$ cat src/rtl/onn_phase_monitor.sv
`default_nettype none
// ============================================================================
// Module      : onn_phase_monitor
// Description : Phase-pattern monitor for an oscillatory neural network.
//               Neuron 0 is the phase reference. Over each observation
//               window the block counts, for every other neuron, the cycles
//               in which it disagrees with neuron 0. On a rising edge of
//               state_cheak each neuron is classified as in-phase or
//               anti-phase with the reference, and the phase pattern and
//               per-neuron change flags are updated. phi_to_no freezes the
//               result and raises result_valid. full_tick (re)loads a
//               starting pattern and restarts from any state.
// Revision    : 1.0 - initial release
//
// Ports
//   sclk          in   1   system clock
//   re_n          in   1   asynchronous active-low reset
//   full_tick     in   1   pattern-load / restart strobe
//   load_pattern  in  15   initial pattern loaded on full_tick
//   osc           in  15   neuron oscillator outputs (osc[0] = reference)
//   state_cheak   in   1   evaluate request (rising edge triggers)
//   phi_to_no     in   1   convergence / finish
//   state_changed out 15   per-neuron change flags of the last evaluation
//   pattern       out 15   current phase pattern
//   result_valid  out  1   final pattern valid
//   iter_cnt      out  8   evaluations performed (saturates at 255)
//   timeout       out  1   iteration limit reached (ONN_ITER_LIMIT_EN only)
//
// Build option
//   ONN_ITER_LIMIT_EN : when defined, an evaluation issued with iter_cnt
//                       already at 255 sets timeout and stops pattern updates.
// ============================================================================
module onn_phase_monitor (
   input  logic        sclk,
   input  logic        re_n,
   input  logic        full_tick,
   input  logic [14:0] load_pattern,
   input  logic [14:0] osc,
   input  logic        state_cheak,
   input  logic        phi_to_no,
   output logic [14:0] state_changed,
   output logic [14:0] pattern,
   output logic        result_valid,
   output logic [7:0]  iter_cnt
`ifdef ONN_ITER_LIMIT_EN
   ,
   output logic        timeout
`endif
);

   localparam logic [1:0] ST_IDLE = 2'd0;
   localparam logic [1:0] ST_ACC  = 2'd1;
   localparam logic [1:0] ST_DONE = 2'd2;
   localparam logic [7:0] C_SAT   = 8'hFF;

   logic [1:0]  state_q, state_d;
   logic [14:0] pattern_q, pattern_d;
   logic [14:0] chg_q, chg_d;
   logic [7:0]  iter_q, iter_d;
   logic [7:0]  win_q, win_d;
   logic [7:0]  mis_q [1:14];
   logic [7:0]  mis_d [1:14];
   logic        rv_q, rv_d;
   logic        chk_q;
`ifdef ONN_ITER_LIMIT_EN
   logic        to_q, to_d;
`endif

   logic        w_eval;
   logic        w_limit;
   logic [14:1] w_anti;
   logic [14:0] w_new;

   function automatic logic [7:0] sat_inc(input logic [7:0] v);
      return (v == C_SAT) ? v : v + 8'd1;
   endfunction

   // Rising edge of state_cheak; the delayed copy resets to 0 so a level
   // already high when reset releases still counts as an edge.
   assign w_eval = state_cheak & ~chk_q;

`ifdef ONN_ITER_LIMIT_EN
   assign w_limit = (iter_q == C_SAT);
`else
   assign w_limit = 1'b0;
`endif

   // Anti-phase when the neuron disagreed with the reference in more than
   // half of the window: 2*mis > win, evaluated at 9 bits.
   genvar gi;
   generate
      for (gi = 1; gi < 15; gi++) begin : g_anti
         assign w_anti[gi] = {mis_q[gi], 1'b0} > {1'b0, win_q};
      end
   endgenerate

   // Neuron 0 keeps its phase; others follow it or its inverse.
   assign w_new = {w_anti ^ {14{pattern_q[0]}}, pattern_q[0]};

   always_comb begin
      state_d   = state_q;
      pattern_d = pattern_q;
      chg_d     = chg_q;
      iter_d    = iter_q;
      win_d     = win_q;
      mis_d     = mis_q;
      rv_d      = rv_q;
`ifdef ONN_ITER_LIMIT_EN
      to_d      = to_q;
`endif
      if (full_tick) begin
         state_d   = ST_ACC;
         pattern_d = load_pattern;
         chg_d     = '0;
         iter_d    = '0;
         win_d     = '0;
         for (int i = 1; i < 15; i++) mis_d[i] = '0;
         rv_d      = 1'b0;
`ifdef ONN_ITER_LIMIT_EN
         to_d      = 1'b0;
`endif
      end else begin
         case (state_q)
            ST_ACC: begin
               if (w_eval) begin
                  if (w_limit) begin
                     chg_d = '0;
`ifdef ONN_ITER_LIMIT_EN
                     to_d  = 1'b1;
`endif
                  end else if (win_q == 8'd0) begin
                     // Empty window carries no phase information.
                     chg_d = '0;
                  end else begin
                     chg_d     = w_new ^ pattern_q;
                     pattern_d = w_new;
                  end
                  iter_d = sat_inc(iter_q);
                  win_d  = '0;
                  for (int i = 1; i < 15; i++) mis_d[i] = '0;
               end else begin
                  win_d = sat_inc(win_q);
                  for (int i = 1; i < 15; i++) begin
                     if (osc[i] != osc[0]) mis_d[i] = sat_inc(mis_q[i]);
                  end
               end
               if (phi_to_no) begin
                  state_d = ST_DONE;
                  rv_d    = 1'b1;
               end
            end
            ST_IDLE, ST_DONE: begin
               state_d = state_q;
            end
            default: begin
               state_d = ST_IDLE;
            end
         endcase
      end
   end

   always_ff @(posedge sclk or negedge re_n) begin
      if (!re_n) begin
         state_q   <= ST_IDLE;
         pattern_q <= '0;
         chg_q     <= '0;
         iter_q    <= '0;
         win_q     <= '0;
         for (int i = 1; i < 15; i++) mis_q[i] <= '0;
         rv_q      <= 1'b0;
         chk_q     <= 1'b0;
`ifdef ONN_ITER_LIMIT_EN
         to_q      <= 1'b0;
`endif
      end else begin
         state_q   <= state_d;
         pattern_q <= pattern_d;
         chg_q     <= chg_d;
         iter_q    <= iter_d;
         win_q     <= win_d;
         mis_q     <= mis_d;
         rv_q      <= rv_d;
         chk_q     <= state_cheak;
`ifdef ONN_ITER_LIMIT_EN
         to_q      <= to_d;
`endif
      end
   end

   assign state_changed = chg_q;
   assign pattern       = pattern_q;
   assign result_valid  = rv_q;
   assign iter_cnt      = iter_q;
`ifdef ONN_ITER_LIMIT_EN
   assign timeout       = to_q;
`endif

endmodule
`default_nettype wire
$ cat config.mk
export PLATFORM = sky130hd
export DESIGN_NAME = onn_phase_monitor
export DESIGN_NICKNAME = d
export VERILOG_FILES = /design/src/rtl/onn_phase_monitor.sv
export SDC_FILE = /design/constraint.sdc
export NUM_CORES = 1
export LEC_CHECK = 0
export ABC_AREA = 1
export CAP_MARGIN = 20
export CELL_PAD_IN_SITES_DETAIL_PLACEMENT = 0
export CELL_PAD_IN_SITES_GLOBAL_PLACEMENT = 2
export CORE_MARGIN = 2
export CORE_UTILIZATION = 38
export DETAILED_ROUTE_END_ITERATION = 8
export GPL_TIMING_DRIVEN = 0
export MAX_ROUTING_LAYER = met4
export PLACE_DENSITY = 0.95
export SYNTH_ARGS = -nofsm -noshare
export SYNTH_HDL_FRONTEND = slang
export SYNTH_SLANG_ARGS = --single-unit
$ cat constraint.sdc
create_clock -name sclk -period 4.3 [get_ports sclk]
set_input_delay 1.29 -clock sclk [delete_from_list [all_inputs] [get_ports sclk]]
set_output_delay 1.29 -clock sclk [all_outputs]
set_load 0.02 [all_outputs]
==> results.yml, run 1 <==
run_status:
  run_status: "complete, no violations"
clocking:
  cts.reportedPaths.clkPinSlew_ns: 0.07
  cts_sinks: 161
  tritoncts: "done"
  htreeDepth: 4
  cts_root_buffer: "sky130_fd_sc_hd__clkbuf_16"
  post_cts_resize_count: 0
  cts-buffers-inserted: 17
  worst_skew_pair.late_latency_ns: 0.45
  postCtsHoldBufs: 0
  post_cts_buffers: 0
  clock_tree.buffer_depth: 2
cells_and_area:
  postLayoutCoreUtil_pct: 45.09
  multi_input_comb_area_um2: 6735
  final-seq-area_um2: 4029
  layout.filler_cells: 3059
  post_route_cells_drive_above_1_share_pct: 5.621
  finalNonFillerCells: 2098
  insertedDiodeCount: 0
  syn2layout_area_growth_pct: 16.15
  finish.net_count: 1845
grt:
  antenna_found_initial: 0
  total_routing_usage_gr_pct: 25.50
  first_pass_grt_wire_length_um: 59060
  pin_count_of_the_biggest_net_entering_global_routing: 87
  grt-ovfl-total: 0
  via_count_of_the_first_global_routing_pass: 10480
setup_path:
  worst-endpoint-arrival_ns: 3.74
  timing_worst_setup_path_type: "input pin to flop"
  startpoint_of_the_worst_setup_timing_path: "full_tick"
  critPathRequiredTime_ns: 4.68
  start_kind: "input pin"
  worst-r2r-setup-slack_ns: 1.29
  worst-path-max-fanout: 10
  r2r-start: "win_q[1]"
  regToRegEndpoint: "pattern[14]"
  end_kind: "flop"
  depth_of_the_worst_register_to_register_path: 10
power:
  static_leakage_nw: 6.593
  power_density_nw_per_um2: 364.6
  worst_ir_drop_vdd_uv: 301.1
sta:
  rsz0062_at_grt: "no"
  final-hold-violation-count: 0
  min_period_over_period_pct: 78.26
  fin_worst_skew_ns: 0.02268
  final.min_clock_period_ns: 3.365
  maxSlewViolCount: 0
  worstMarginPinSlew_ns: 1.159
  setup_tns_ns: 0
  setup_viol: 0
  clock.fmax_ghz: 0.2972
  maxSlewHeadroom_pct: 22.64
floorplan:
  die_w_um: 178.7
  die_h_um: 178.7
  core_area_um2: 29870
  std_cell_rows: 63
  io_pins: 74
  start_util_pct: 38.82
  dieArea_um2: 31930
detailed_routing:
  post_drt_wl_per_cell_um: 18.19
  num_vias: 11060
  route.final.wire_length_um: 38170
  remaining_drc_errors: 0
  dr.pass1.iters: 5
  drtAntennaViolNets: 0
  first_iter_violations: 622
  routed_via_density: 5.271
synth:
  netlist_area_um2: 11600
  synthFlopType: "sky130_fd_sc_hd__dfrtp_1"
  syn-instance-count: 1602
  asyncSetResetFlopFracSynth_pct: 100.0
  synthesis.area_per_instance_um2: 7.239
  ys_seq_elements: 161
  sequential_fraction_of_the_synthesis_area_pct: 34.74
  synth_warnings: 0
  synthesis.nets: 1752
  synth-edff-count: 0
  post_synth_num_cell_types: 48
worst_hold_path:
  hold_class: "flop to flop"
  holdPathEnd: "state_changed[6]"
  worstHoldStart: "state_changed[6]"
  whs_path_depth: 2
placed_design:
  placement.io_buffers: 71
  place.gp.congestion: 0.8690
  dp.cells: 2065
  detailedPlacementHpwl_um: 26260
flow_run:
  max-cap-violations: 0
synth_stat cells (9+ instances only):
master / count / area share, %
sky130_fd_sc_hd__ha_1: 115 / 12
sky130_fd_sc_hd__nand2_2: 10 / 0.54
sky130_fd_sc_hd__nand3b_1: 11 / 0.71
sky130_fd_sc_hd__dfrtp_1: 161 / 35
sky130_fd_sc_hd__o21a_1: 12 / 0.78
sky130_fd_sc_hd__a31oi_1: 9 / 0.49
sky130_fd_sc_hd__nor2_1: 158 / 5.1
sky130_fd_sc_hd__nor3_1: 30 / 1.3
sky130_fd_sc_hd__buf_2: 13 / 0.56
sky130_fd_sc_hd__nor3b_1: 12 / 0.78
sky130_fd_sc_hd__nand4_1: 47 / 2.5
sky130_fd_sc_hd__nand3_1: 154 / 6.6
sky130_fd_sc_hd__xor2_1: 26 / 2.0
sky130_fd_sc_hd__clkbuf_1: 9 / 0.29
sky130_fd_sc_hd__or2_2: 9 / 0.49
sky130_fd_sc_hd__a21oi_1: 67 / 2.9
sky130_fd_sc_hd__inv_1: 160 / 5.2
sky130_fd_sc_hd__nand2_1: 466 / 15
sky130_fd_sc_hd__o21ai_0: 67 / 2.9
sequential cells by signal (all words and copies together), names as in the netlist:
signal and flops:
state_changed 14, win_q 8, chk_q 1, mis_q 112
result_valid 1, pattern 15, state_q 2, iter_cnt 8
worst max-delay path: stages:
cell and delay, ns:
sky130_fd_sc_hd__clkdlybuf4s50_1 0.55, sky130_fd_sc_hd__nor2_4 0.54, sky130_fd_sc_hd__nor2_8 0.12, sky130_fd_sc_hd__inv_4 0.20, sky130_fd_sc_hd__buf_6 0.24, sky130_fd_sc_hd__buf_2 0.45, sky130_fd_sc_hd__o21ai_0 0.19, sky130_fd_sc_hd__nor2_1 0.13
cell usage in the layout (no fill, tap or decap), types with 9 or more instances in the layout:
cell and count:
sky130_fd_sc_hd__ha_1 115, sky130_fd_sc_hd__inv_6 9, sky130_fd_sc_hd__clkdlybuf4s50_1 70, sky130_fd_sc_hd__nor2_1 158
sky130_fd_sc_hd__or2_2 9, sky130_fd_sc_hd__dfrtp_1 161, sky130_fd_sc_hd__o21ai_0 67, sky130_fd_sc_hd__nand2_2 10
sky130_fd_sc_hd__nand4_1 47, sky130_fd_sc_hd__clkbuf_1 9, sky130_fd_sc_hd__nor3_1 30, sky130_fd_sc_hd__o21a_1 12
sky130_fd_sc_hd__a31oi_1 9, sky130_fd_sc_hd__clkbuf_16 17, sky130_fd_sc_hd__nand2_1 466, sky130_fd_sc_hd__buf_2 13
sky130_fd_sc_hd__nand3_1 154, sky130_fd_sc_hd__inv_1 160, sky130_fd_sc_hd__xor2_1 26, sky130_fd_sc_hd__nand3b_1 11
sky130_fd_sc_hd__a21oi_1 67, sky130_fd_sc_hd__nor3b_1 12
cell families after synthesis:
group           Yosys count  share of synthesized area (%)
compound gates          175                          8.448
xor+xnor                 33                          2.492
fa+ha+maj               115                          12.41
buf+inv                 202                          7.185
flops                   161                          34.74
mux                       2                         0.1726
other cells               1                        0.03233
simple gates            913                          34.52
final cells by class:
cell class | instances | share of cell area (%)
plain buffers | 39 | 1.625
clock buffers | 18 | 3.260
clock inverters | 14 | 1.189
inverters | 163 | 4.561
multi-input cells | 1239 | 50.00
flip-flops and latches | 161 | 29.91
well taps | 390 | 3.623
repair buffers | 74 | 5.833
worst max path at each step:
stage	to	slack, ns	cells past startpoint
3_5_place_dp	mis_q[78]	0.50	8
4_1_cts	mis_q[75]	0.98	8
3_3_place_gp	mis_q[4]	-5.49	1
6_report	mis_q[75]	0.93	8
2_1_floorplan	mis_q[105]	1.85	8
5_1_grt	win_q[3]	0.87	8
where the power goes:
group,internal (W),switching (W)
Sequential,0.00165,0.000169
Combinational,0.000553,0.000925
Clock,0.000845,0.000765
Total,0.00305,0.00186
metal layers:
metal	wire, um	vias to the layer above	track usage [%]
met5	0	-	-
met4	796	0	7.283
met3	1897	50	2.947
met2	17650	284	41.04
met1	17820	5239	33.98
li1	-	5486	-
metrics by stage:
step	hold WS [ns]	instance area (um2)	power, W	setup slack [ns]
after floorplan	0.4734	11600	0.002751	1.855
after global placement	0.4633	12800	0.003291	-5.494
after detailed placement	0.4664	12860	0.003322	0.5030
after CTS	0.4842	13460	0.004936	0.9815
after global routing	0.5012	13470	0.005189	0.8701
final	0.4778	13470	0.004911	0.9347
Note: power is estimated with default switching activity, not from simulation.
==> inputs of run 2 (changes only) <==
- CORE_UTILIZATION: 38 -> 32
- PLACE_DENSITY: 0.95 -> 0.89
- clock period: 4.3 -> 3 ns (I/O delays scaled with it)
==> results.yml, run 2 (synthesized netlist as in run 1, its figures left out) <==
detailed_routing:
  drtAntennaViolNets: 0
  route.final.wire_length_um: 37240
  post_drt_wl_per_cell_um: 17.18
  dr.pass1.iters: 5
  first_iter_violations: 648
  remaining_drc_errors: 0
  routed_via_density: 5.051
  num_vias: 10950
grt:
  total_routing_usage_gr_pct: 21.05
  via_count_of_the_first_global_routing_pass: 10820
  pin_count_of_the_biggest_net_entering_global_routing: 89
  grt-ovfl-total: 0
  antenna_found_initial: 0
  first_pass_grt_wire_length_um: 59710
cells_and_area:
  top_register_by_number_of_flip_flops: "mis_q"
  post_route_cells_drive_above_1_share_pct: 5.565
  postLayoutCoreUtil_pct: 38.12
  finalNonFillerCells: 2168
  commonest_cells_after_routing_fill_and_taps_aside: "466 x sky130_fd_sc_hd__nand2_1, 161 x sky130_fd_sc_hd__dfrtp_1, 159 x sky130_fd_sc_hd__inv_1"
  insertedDiodeCount: 0
  syn2layout_area_growth_pct: 17.20
  finish.net_count: 1844
  mostFrequentLayoutCell: "sky130_fd_sc_hd__nand2_1"
  max_ffs_per_register: 112
setup_path:
  timing.critical_path.buf_inv: 4
  worstSetupPathDepth: 8
  worst-endpoint-arrival_ns: 3.28
  critPathRequiredTime_ns: 3.37
  end_kind: "flop"
  worst_path_max_delay_cell: "sky130_fd_sc_hd__clkdlybuf4s50_1"
  depth_of_the_worst_register_to_register_path: 11
  start_kind: "input pin"
  worst-path-max-fanout: 10
  startpoint_of_the_worst_setup_timing_path: "full_tick"
  r2r-start: "win_q[0]"
  critical_path.cell_chain: "clkdlybuf4s50_1, nor2_4, nor2_8, inv_4, buf_4, buf_2, nand2_1, nor2_1"
  crit_path_max_incr_delay_ns: 0.56
  timing_worst_setup_path_type: "input pin to flop"
  critical_path.top_delay_family: "buffers and inverters"
sta:
  setup_viol: 0
  min_period_over_period_pct: 96.93
  maxSlewViolCount: 0
  fin_worst_skew_ns: 0.01391
  maxSlewHeadroom_pct: 22.93
  final.min_clock_period_ns: 2.908
  worstMarginPinSlew_ns: 1.156
  final-hold-violation-count: 0
  rsz0062_at_grt: "no"
  clock.fmax_ghz: 0.3439
clocking:
  cts.reportedPaths.clkPinSlew_ns: 0.07
  worst_skew_pair.late_latency_ns: 0.45
  tritoncts: "done"
  post_cts_buffers: 0
  htreeDepth: 4
  cts_sinks: 161
  clock_tree.buffer_depth: 2
  cts_root_buffer: "sky130_fd_sc_hd__clkbuf_16"
  cts-buffers-inserted: 17
power:
  worst_ir_drop_vdd_uv: 430.2
  static_leakage_nw: 6.602
  power_density_nw_per_um2: 528.1
floorplan:
  core_area_um2: 35660
  die_h_um: 194.4
  io_pins: 74
  die_w_um: 194.4
  std_cell_rows: 69
  start_util_pct: 32.53
  dieArea_um2: 37780
worst_hold_path:
  hold_class: "input pin to async pin"
flow_run:
  max-cap-violations: 0
placed_design:
  dp.cells: 2136
  place.gp.congestion: 0.8019
  placement.io_buffers: 71
  detailedPlacementHpwl_um: 26560
run_status:
  run_status: "complete, no violations"
==> run 2: per-layer routing <==
metal	GRT usage [%]	vias up	wire length [um]
li1	-	5484	-
met1	27.34	5210	17440
met2	34.47	212	17560
met3	2.638	44	1409
met4	6.125	0	828
met5	-	-	0
==> run 2: through the flow <==
step | setup slack, ns | instance area, um2 | power, W | setup TNS [ns] | hold WS (ns)
4_1_cts | 0.06321 | 13580 | 0.007258 | 0 | 0.4484
3_3_place_gp | -6.403 | 12880 | 0.004766 | -1059.24 | 0.4666
5_1_grt | 0.0001892 | 13590 | 0.007643 | 0 | 0.4514
3_5_place_dp | -0.3911 | 12940 | 0.004797 | -29.82 | 0.4657
2_1_floorplan | 0.9446 | 11600 | 0.003943 | 0 | 0.4734
6_report | 0.09216 | 13590 | 0.007177 | 0 | 0.3938
==> run 2: layout make-up <==
type | count | area, um2
buffer | 39 | 225.2
clock buffer | 20 | 456.7
clock inverter | 12 | 180.2
fill | 3752 | 22060
inverter | 163 | 618.1
multi-input combinational | 1239 | 6735
sequential | 161 | 4029
tap | 461 | 576.8
timing repair buffer | 73 | 770.7
==> run 2: path summary, 6_finish.rpt <==
check,endpoint,slack (ns)
min reg2reg,state_changed[7],0.48
max in group asynchronous,iter_cnt[1],1.70
max reg2reg,pattern[5],0.17
min,mis_q[76],0.39
max,mis_q[3],0.09
min in group sclk,state_changed[7],0.48
==> run 2: worst register-to-register path, stage by stage, from the launching register on <==
cell	delay, ns
sky130_fd_sc_hd__dfrtp_1	0.45
sky130_fd_sc_hd__clkinv_1	0.31
sky130_fd_sc_hd__buf_2	0.35
sky130_fd_sc_hd__ha_1	0.19
sky130_fd_sc_hd__nand4_1	0.11
sky130_fd_sc_hd__nor4_2	0.56
sky130_fd_sc_hd__nand2_1	0.14
sky130_fd_sc_hd__nand2_2	0.21
sky130_fd_sc_hd__buf_4	0.23
sky130_fd_sc_hd__nor2_1	0.07
sky130_fd_sc_hd__nand2_1	0.06
sky130_fd_sc_hd__nand2_1	0.05
==> run 2: repair_timing <==
| item | 4_1_cts | 5_1_grt |
|---|---|---|
| endpoints found under the setup margin | 0 | 7 |
| hold buffers | 0 | 0 |
| resized for setup | 0 | 2 |
==> run 2: power breakdown <==
group	internal [W]	total, W	leakage [nW]	switching, W
logic	0.000792	0.00214	4.11	0.00134
registers	0.00237	0.00261	2.19	0.000234
clock network	0.00144	0.00243	0.307	0.000991
==> inputs of run 3 (changes only) <==
- SKIP_CTS_REPAIR_TIMING: not set -> 1
==> results of run 3 <==
Final layout, timing and power as in run 2 (identical DEF).
